`config.mk`:
```
export PLATFORM = sky130hd
export DESIGN_NAME = deser_queue_top
export DESIGN_NICKNAME = d
export VERILOG_FILES = /design/src/rtl/deser_queue_top.sv
export SDC_FILE = /design/constraint.sdc
export NUM_CORES = 1
export LEC_CHECK = 0
export ABC_AREA = 1
export BUFFER_PORTS_ARGS = -buffer_cell sky130_fd_sc_hd__buf_2
export CAP_MARGIN = 15
export CORE_MARGIN = 10
export CORE_UTILIZATION = 60
export DETAILED_ROUTE_END_ITERATION = 16
export PLACE_DENSITY_LB_ADDON = 0.08
export SLEW_MARGIN = 10
export SYNTH_ARGS = -nofsm -noshare
export SYNTH_HDL_FRONTEND = slang
export SYNTH_SLANG_ARGS = --single-unit
```
`constraint.sdc`:
```
create_clock -name clock -period 2.42 [get_ports clock]
set_input_delay 0.121 -clock clock [delete_from_list [all_inputs] [get_ports clock]]
set_output_delay 0.121 -clock clock [all_outputs]
set_load 0.02 [all_outputs]
```
`src/rtl/deser_queue_top.sv`:
```
// Serial-to-parallel front end: LSB-first bit deserializer feeding an 8 x 8 byte FIFO.
// The write and dequeue strobes act only on their rising edges.
module deser_queue_top (
  input  logic       clock,
  input  logic       reset,
  input  logic       data_in,
  input  logic       write_in,
  input  logic       dequeue_in,
  output logic       status_out,
  output logic [3:0] len_out,
  output logic [7:0] data_out
);

  logic       write_in_q;
  logic       dequeue_in_q;
  logic       wr_edge;
  logic       deq_edge;
  logic [2:0] bit_cnt;
  logic [7:0] shift_reg;
  logic       pending;
  logic [2:0] wr_ptr;
  logic [2:0] rd_ptr;
  logic [3:0] count;
  logic [7:0] mem [8];
  logic       full;
  logic       accept_bit;
  logic       do_pop;

  assign wr_edge    = write_in & ~write_in_q;
  assign deq_edge   = dequeue_in & ~dequeue_in_q;
  assign full       = (count == 4'd8);
  assign accept_bit = wr_edge & ~full;
  assign do_pop     = deq_edge & (count != 4'd0);
  assign len_out    = count;

  // The completed byte stays in shift_reg during the push cycle.
  // No new bit can land there because an edge needs a low cycle first.
  always_ff @(posedge clock) begin
    if (reset) begin
      write_in_q   <= 1'b0;
      dequeue_in_q <= 1'b0;
      bit_cnt      <= 3'd0;
      shift_reg    <= 8'h00;
      pending      <= 1'b0;
      wr_ptr       <= 3'd0;
      rd_ptr       <= 3'd0;
      count        <= 4'd0;
      data_out     <= 8'h00;
      status_out   <= 1'b0;
    end else begin
      write_in_q   <= write_in;
      dequeue_in_q <= dequeue_in;

      if (accept_bit) begin
        shift_reg[bit_cnt] <= data_in;
        bit_cnt            <= bit_cnt + 3'd1;
      end
      pending <= accept_bit && (bit_cnt == 3'd7);

      if (pending) begin
        wr_ptr <= wr_ptr + 3'd1;
      end

      if (do_pop) begin
        data_out <= mem[rd_ptr];
        rd_ptr   <= rd_ptr + 3'd1;
      end

      case ({pending, do_pop})
        2'b10:   count <= count + 4'd1;
        2'b01:   count <= count - 4'd1;
        default: count <= count;
      endcase

      status_out <= (bit_cnt == 3'd0) && !pending && !full;
    end
  end

  always_ff @(posedge clock) begin
    if (pending) begin
      mem[wr_ptr] <= shift_reg;
    end
  end

endmodule

```
# Yosys cells after proc, flatten, opt, wreduce, memory -nomap -nowiden
# Memories as Yosys holds them, arrays and structs flattened. A register that Yosys moved wholly into a read port is not among the register bits.
# Index checks and enable logic that the tools add are counted.
word_totals:
  regBits: 25
  latchBits: 0
  ramBits: 64
  romBits: 0
  in_bits: 5
  output_inout_bits: 13
  mem_count: 1
memory_table:
  columns: ["memory", "words", "word_bits", "read_ports", "rd_ports_with_merged_regs", "write_ports", "line_no", "text"]
  rows:
  - ["mem", 8, 8, 1, 1, 1, "24", "logic [7:0] mem [8];"]
op_classes:
  addsub: 5
  mul: 0
  div: 0
  magnitude_cmp: 2
  eq_ne: 4
  shifts: 0
  muxes: 6
  bitwise: 7
  reduce_logical: 9
op_table:
  columns: ["operator", "n"]
  rows:
  - ["$add 3x1->3 const B", 3]
  - ["$bwmux 8", 1]
  - ["$pmux 4 s2", 1]
  - ["$add 4x1->4 const B", 1]
  - ["$and 1x1->1", 4]
  - ["$eq 4x4->1 const B", 1]
  - ["$logic_and 1x1->1", 4]
  - ["$lt 3x4->1 const B", 1]
  - ["$reduce_bool 4->1", 1]
  - ["$sub 4x1->4 const B", 1]
  - ["$demux 1 s3", 1]
  - ["$eq 3x3->1 const B", 1]
  - ["$ge 3x1->1 const B", 1]
  - ["$logic_not 3->1", 1]
  - ["$mux 1", 3]
  - ["$not 1->1", 3]
  - ["$eq 2x1->1 const B", 1]
  - ["$eq 2x2->1 const B", 1]
  - ["$logic_not 1->1", 2]
  - ["$reduce_bool 2->1", 1]

# Depth between registers and ports, before layout
depth:
  depth_word: 5
  ltp_mapped: 13

# Worst setup path after synthesis
# No wires, ideal clock.
synth_timing:
  path_type: "register to register"
  start: "reg count[3], in the netlist len_out[3]"
  end: "reg count[2], in the netlist len_out[2]"
  setup_time_ns: 0.115
  t_arrival_ns: 1.859
  slack_ns: 0.445
  path_stages_with_launch: 13
  n_path_buf: 1
  cell_sequence: "dfxtp_1 -> inv_2 -> a31oi_4 -> buf_6 -> ha_1 -> nand2_1 -> inv_1 -> nor2_2 -> ha_1 -> a21oi_1 -> xnor2_1 -> o21ai_0 -> inv_1"
synth_via:
  elab_chain_len: 4
  word_cells_on_any_way: 6
  classes_between: "2 x eq/ne; 1 x mux; 1 x bitwise; 2 x reduce/logical"
synth_lines:
  columns: ["item", "line_no", "text"]
  rows:
  - ["start: declaration", "23", "logic [3:0] count;"]
  - ["start signal: assignment", "70", "2'b10: count <= count + 4'd1;"]
  - ["start signal: assignment", "71", "2'b01: count <= count - 4'd1;"]
  - ["start signal: assignment", "72", "default: count <= count;"]
  - ["$reduce_bool 4->1 *", "33", "assign do_pop = deq_edge & (count != 4'd0);"]
  - ["$and 1x1->1 *", "33", null]
  - ["$eq 2x1->1 / $eq 2x2->1 (equally long branches)", "69", "case ({pending, do_pop})"]
  - ["$pmux 4 s2 / $reduce_bool 2->1 (equally long branches)", null, null]
# Mark *: on every way between the ends. The rest lies on a longest branch, timed or not.
# A chain may end at the register's enable or synchronous reset.

# Worst setup path after layout
# Ends and elaborated chain as after synthesis.

==> run metrics <==
synthesized-area fraction occupied by xor and xnor cells=0.00617; critical path required time=between 2 and 3 ns; share of layout cells above drive strength 1=0.123; vias in the first global route=2937; Final nets=480; wire per inst=between 15 and 20 um; FP Rows=30; worst skew pair latency=~0.36 ns; height of the chip=104 um; largest area contributor in the netlist=edfxtp_1; Post-Syn Nets=between 400 and 500; crit share post-route=0.769; CP max FO=5; critical path launch point type=flip-flop; area of the mapped netlist=between 4000 and 5000 um2; final hold violations=0; Synth async-reset ratio=0; Tmin final=approximately 1.9 ns; Pwr Density=a little under 1000 nW/um2; mux share of post-synthesis cell area=0; TritonCTS Sinks=97; Tightest Pin Transition=approximately 0.7 ns; FF+latch count, synth=97; Initial Utilization=0.623; cts hold-fix bufs=1; path type of the worst setup path=reg -> reg; Synth Flop Type=edfxtp_1; fmax=around 0.54 GHz; Seq/Total Area, Yosys=0.607; CTS max path bufs=2; Crit. End Element=flip-flop; IR drop worst, VDD=~0.76 mV; antenna cells=0; Hold WS=~0.0096 ns; most frequent cells in the layout=nand2_1 (120), edfxtp_1 (64), inv_1 (62); DRC viols=0; Mean Syn Cell Area=around 9.6 um2; adder-cell share of the synthesized area=0.0235; Post-DP HPWL=roughly 5900 um; critical-path cell list=inv_2, a31oi_4, ha_1, nand2_1, inv_1, nor2_2, ha_1, a21oi_1, xnor2_1, o21ai_0, inv_1; slowest CP cell=dfxtp_1; Core ar.=between 6000 and 7000 um2; status=finished clean; Leakage Power=a little under 2 nW; largest net degree at the start of global routing=35; hold path depth=3; number of DRC markers in iteration 0=183; max reg flops=64; Tot GR Track Use=0.166; design area=between 4000 and 5000 um2; commonest non-fill, non-tap cell in the layout=nand2_1; Vias per Instance=~5.2; max_slew headroom=0.537; H-Tree Level Count=3; end of the worst register-to-register path=len_out[2]; worst hold path class=in -> reg; post-synth top area share=0.451; setup repair bufs after CTS=0; max-slew violation count=0; DRT Pass-1 Iters=4; Area Overhead vs Synth=9.37%; Die Wd=~100 um; initial antenna violation count=0; fin util=0.682; Post-synth EDFFs=between 60 and 70; # setup viols final=0; root buffer cell=clkbuf_8; Synth Instances=~440; post-route antenna net violation count=0; post-route setup TNS=0 ns; complex-gate fraction of the synthesized area=0.0535; Worst EP arrival=roughly 2.1 ns; grt ovf=0; slowest stage delay, CP=0.47 ns; Max Cap Viol=0; synth warn=0; Post-Synth Simple-Gate Area=0.226; die area=approximately 11000 um2; IO Port Bufs=17; Clock Skew=0.00613 ns; placed instance area=approximately 4400 um2; worst hold start=write_in; cts repair resizes=0; largest family of logic cells by synthesized area=simple AND/OR/NAND/NOR gates; Min-Delay Endpoint=write_in_q; top post-synthesis cells by area=edfxtp_1 (45%), dfxtp_1 (16%), nand2_1 (11%), nand3_1 (7.1%), inv_1 (5.5%); GP Congestion=around 0.9; CTS tree=done; worst reg-to-reg path cell count=11; count of unique library cells instantiated by Yosys=29; Clock Pin Slew Worst Setup and Hold Paths=0.09 ns; worst r2r src=len_out[3]; RSZ-0062 raised after global routing=no; r2r setup slk=about 0.56 ns; final wirelength=8620 um; I/O Pins=18; CTS Buf Count=9; first-pass GRT wire length=around 14000 um; vias after detailed routing=between 2000 and 3000
-- synth_stat cells, drive strengths merged, types with 2 or more instances --
master	count
nand2	121
xor2	2
o21ai	11
nor2	26
ha	8
dfxtp	33
nand3	62
clkbuf	2
edfxtp	64
buf	14
inv	67
a21oi	28
-- routing by layer --
| metal | vias up | global-route usage | routed length (um) |
|---|---|---|---|
| met5 | - | 0 | 0 |
| met4 | 0 | 0.0875 | 198 |
| met3 | 16 | 0.0341 | 417 |
| met2 | 68 | 0.281 | 4440 |
| met1 | 1377 | 0.195 | 3560 |
| li1 | 1479 | - | - |
-- kinds of logic (layout without fill, tap and decap cells) --
logic type | Yosys count | in the layout
buffers and inverters | 84 | 112
adders and majority gates | 8 | 8
xor gates and xnor gates | 3 | 3
DFF | 97 | 97
AOI/OAI and AO/OA | 40 | 40
and+or+nand+nor | 212 | 212
-- report_power, final --
| part | switching, mW | leakage, nW | total [mW] | internal, mW |
|---|---|---|---|---|
| Sequential | 0.134 | 0.814 | 2.00 | 1.87 |
| Combinational | 0.920 | 1.07 | 1.38 | 0.457 |
| Clock | 0.524 | 0.106 | 1.09 | 0.569 |
-- stage by stage --
step	power, mW	setup WS (ns)	instances
2_1_floorplan	3.10	0.445	444
3_3_place_gp	3.38	0.648	551
3_5_place_dp	3.42	0.586	551
6_report	4.47	0.559	568
5_1_grt	4.76	0.380	568
4_1_cts	4.51	0.561	568
-- worst max-delay path: cells and delay by family, from the launching register on --
family	cells	cell delay, ns
adder cells (fa/ha/maj)	2	0.40
AO/OA/AOI/OAI	3	0.45
flip-flops	1	0.47
XOR/XNOR	1	0.09
buffers and inverters	3	0.22
AND/OR/NAND/NOR	2	0.12
-- cell type report --
type,instances,area [um2]
sequential,97,2580
fill,556,2170
multi-input combinational,263,1320
inverter,68,258
clock buffer,14,174
timing repair buffer,28,170
tap,96,120
clock inverter,2,35.0
-- worst max path at each step --
stage / from / endpoint / cells after the start / slack [ns]
3_3_place_gp: len_out[3] / len_out[2] / 11 / 0.65
4_1_cts: len_out[3] / len_out[2] / 11 / 0.56
5_1_grt: len_out[3] / len_out[2] / 11 / 0.38
3_5_place_dp: len_out[3] / len_out[2] / 11 / 0.59
2_1_floorplan: len_out[3] / len_out[2] / 12 / 0.45
6_report: len_out[3] / len_out[2] / 11 / 0.56
Power figures use the tool's default switching activity.
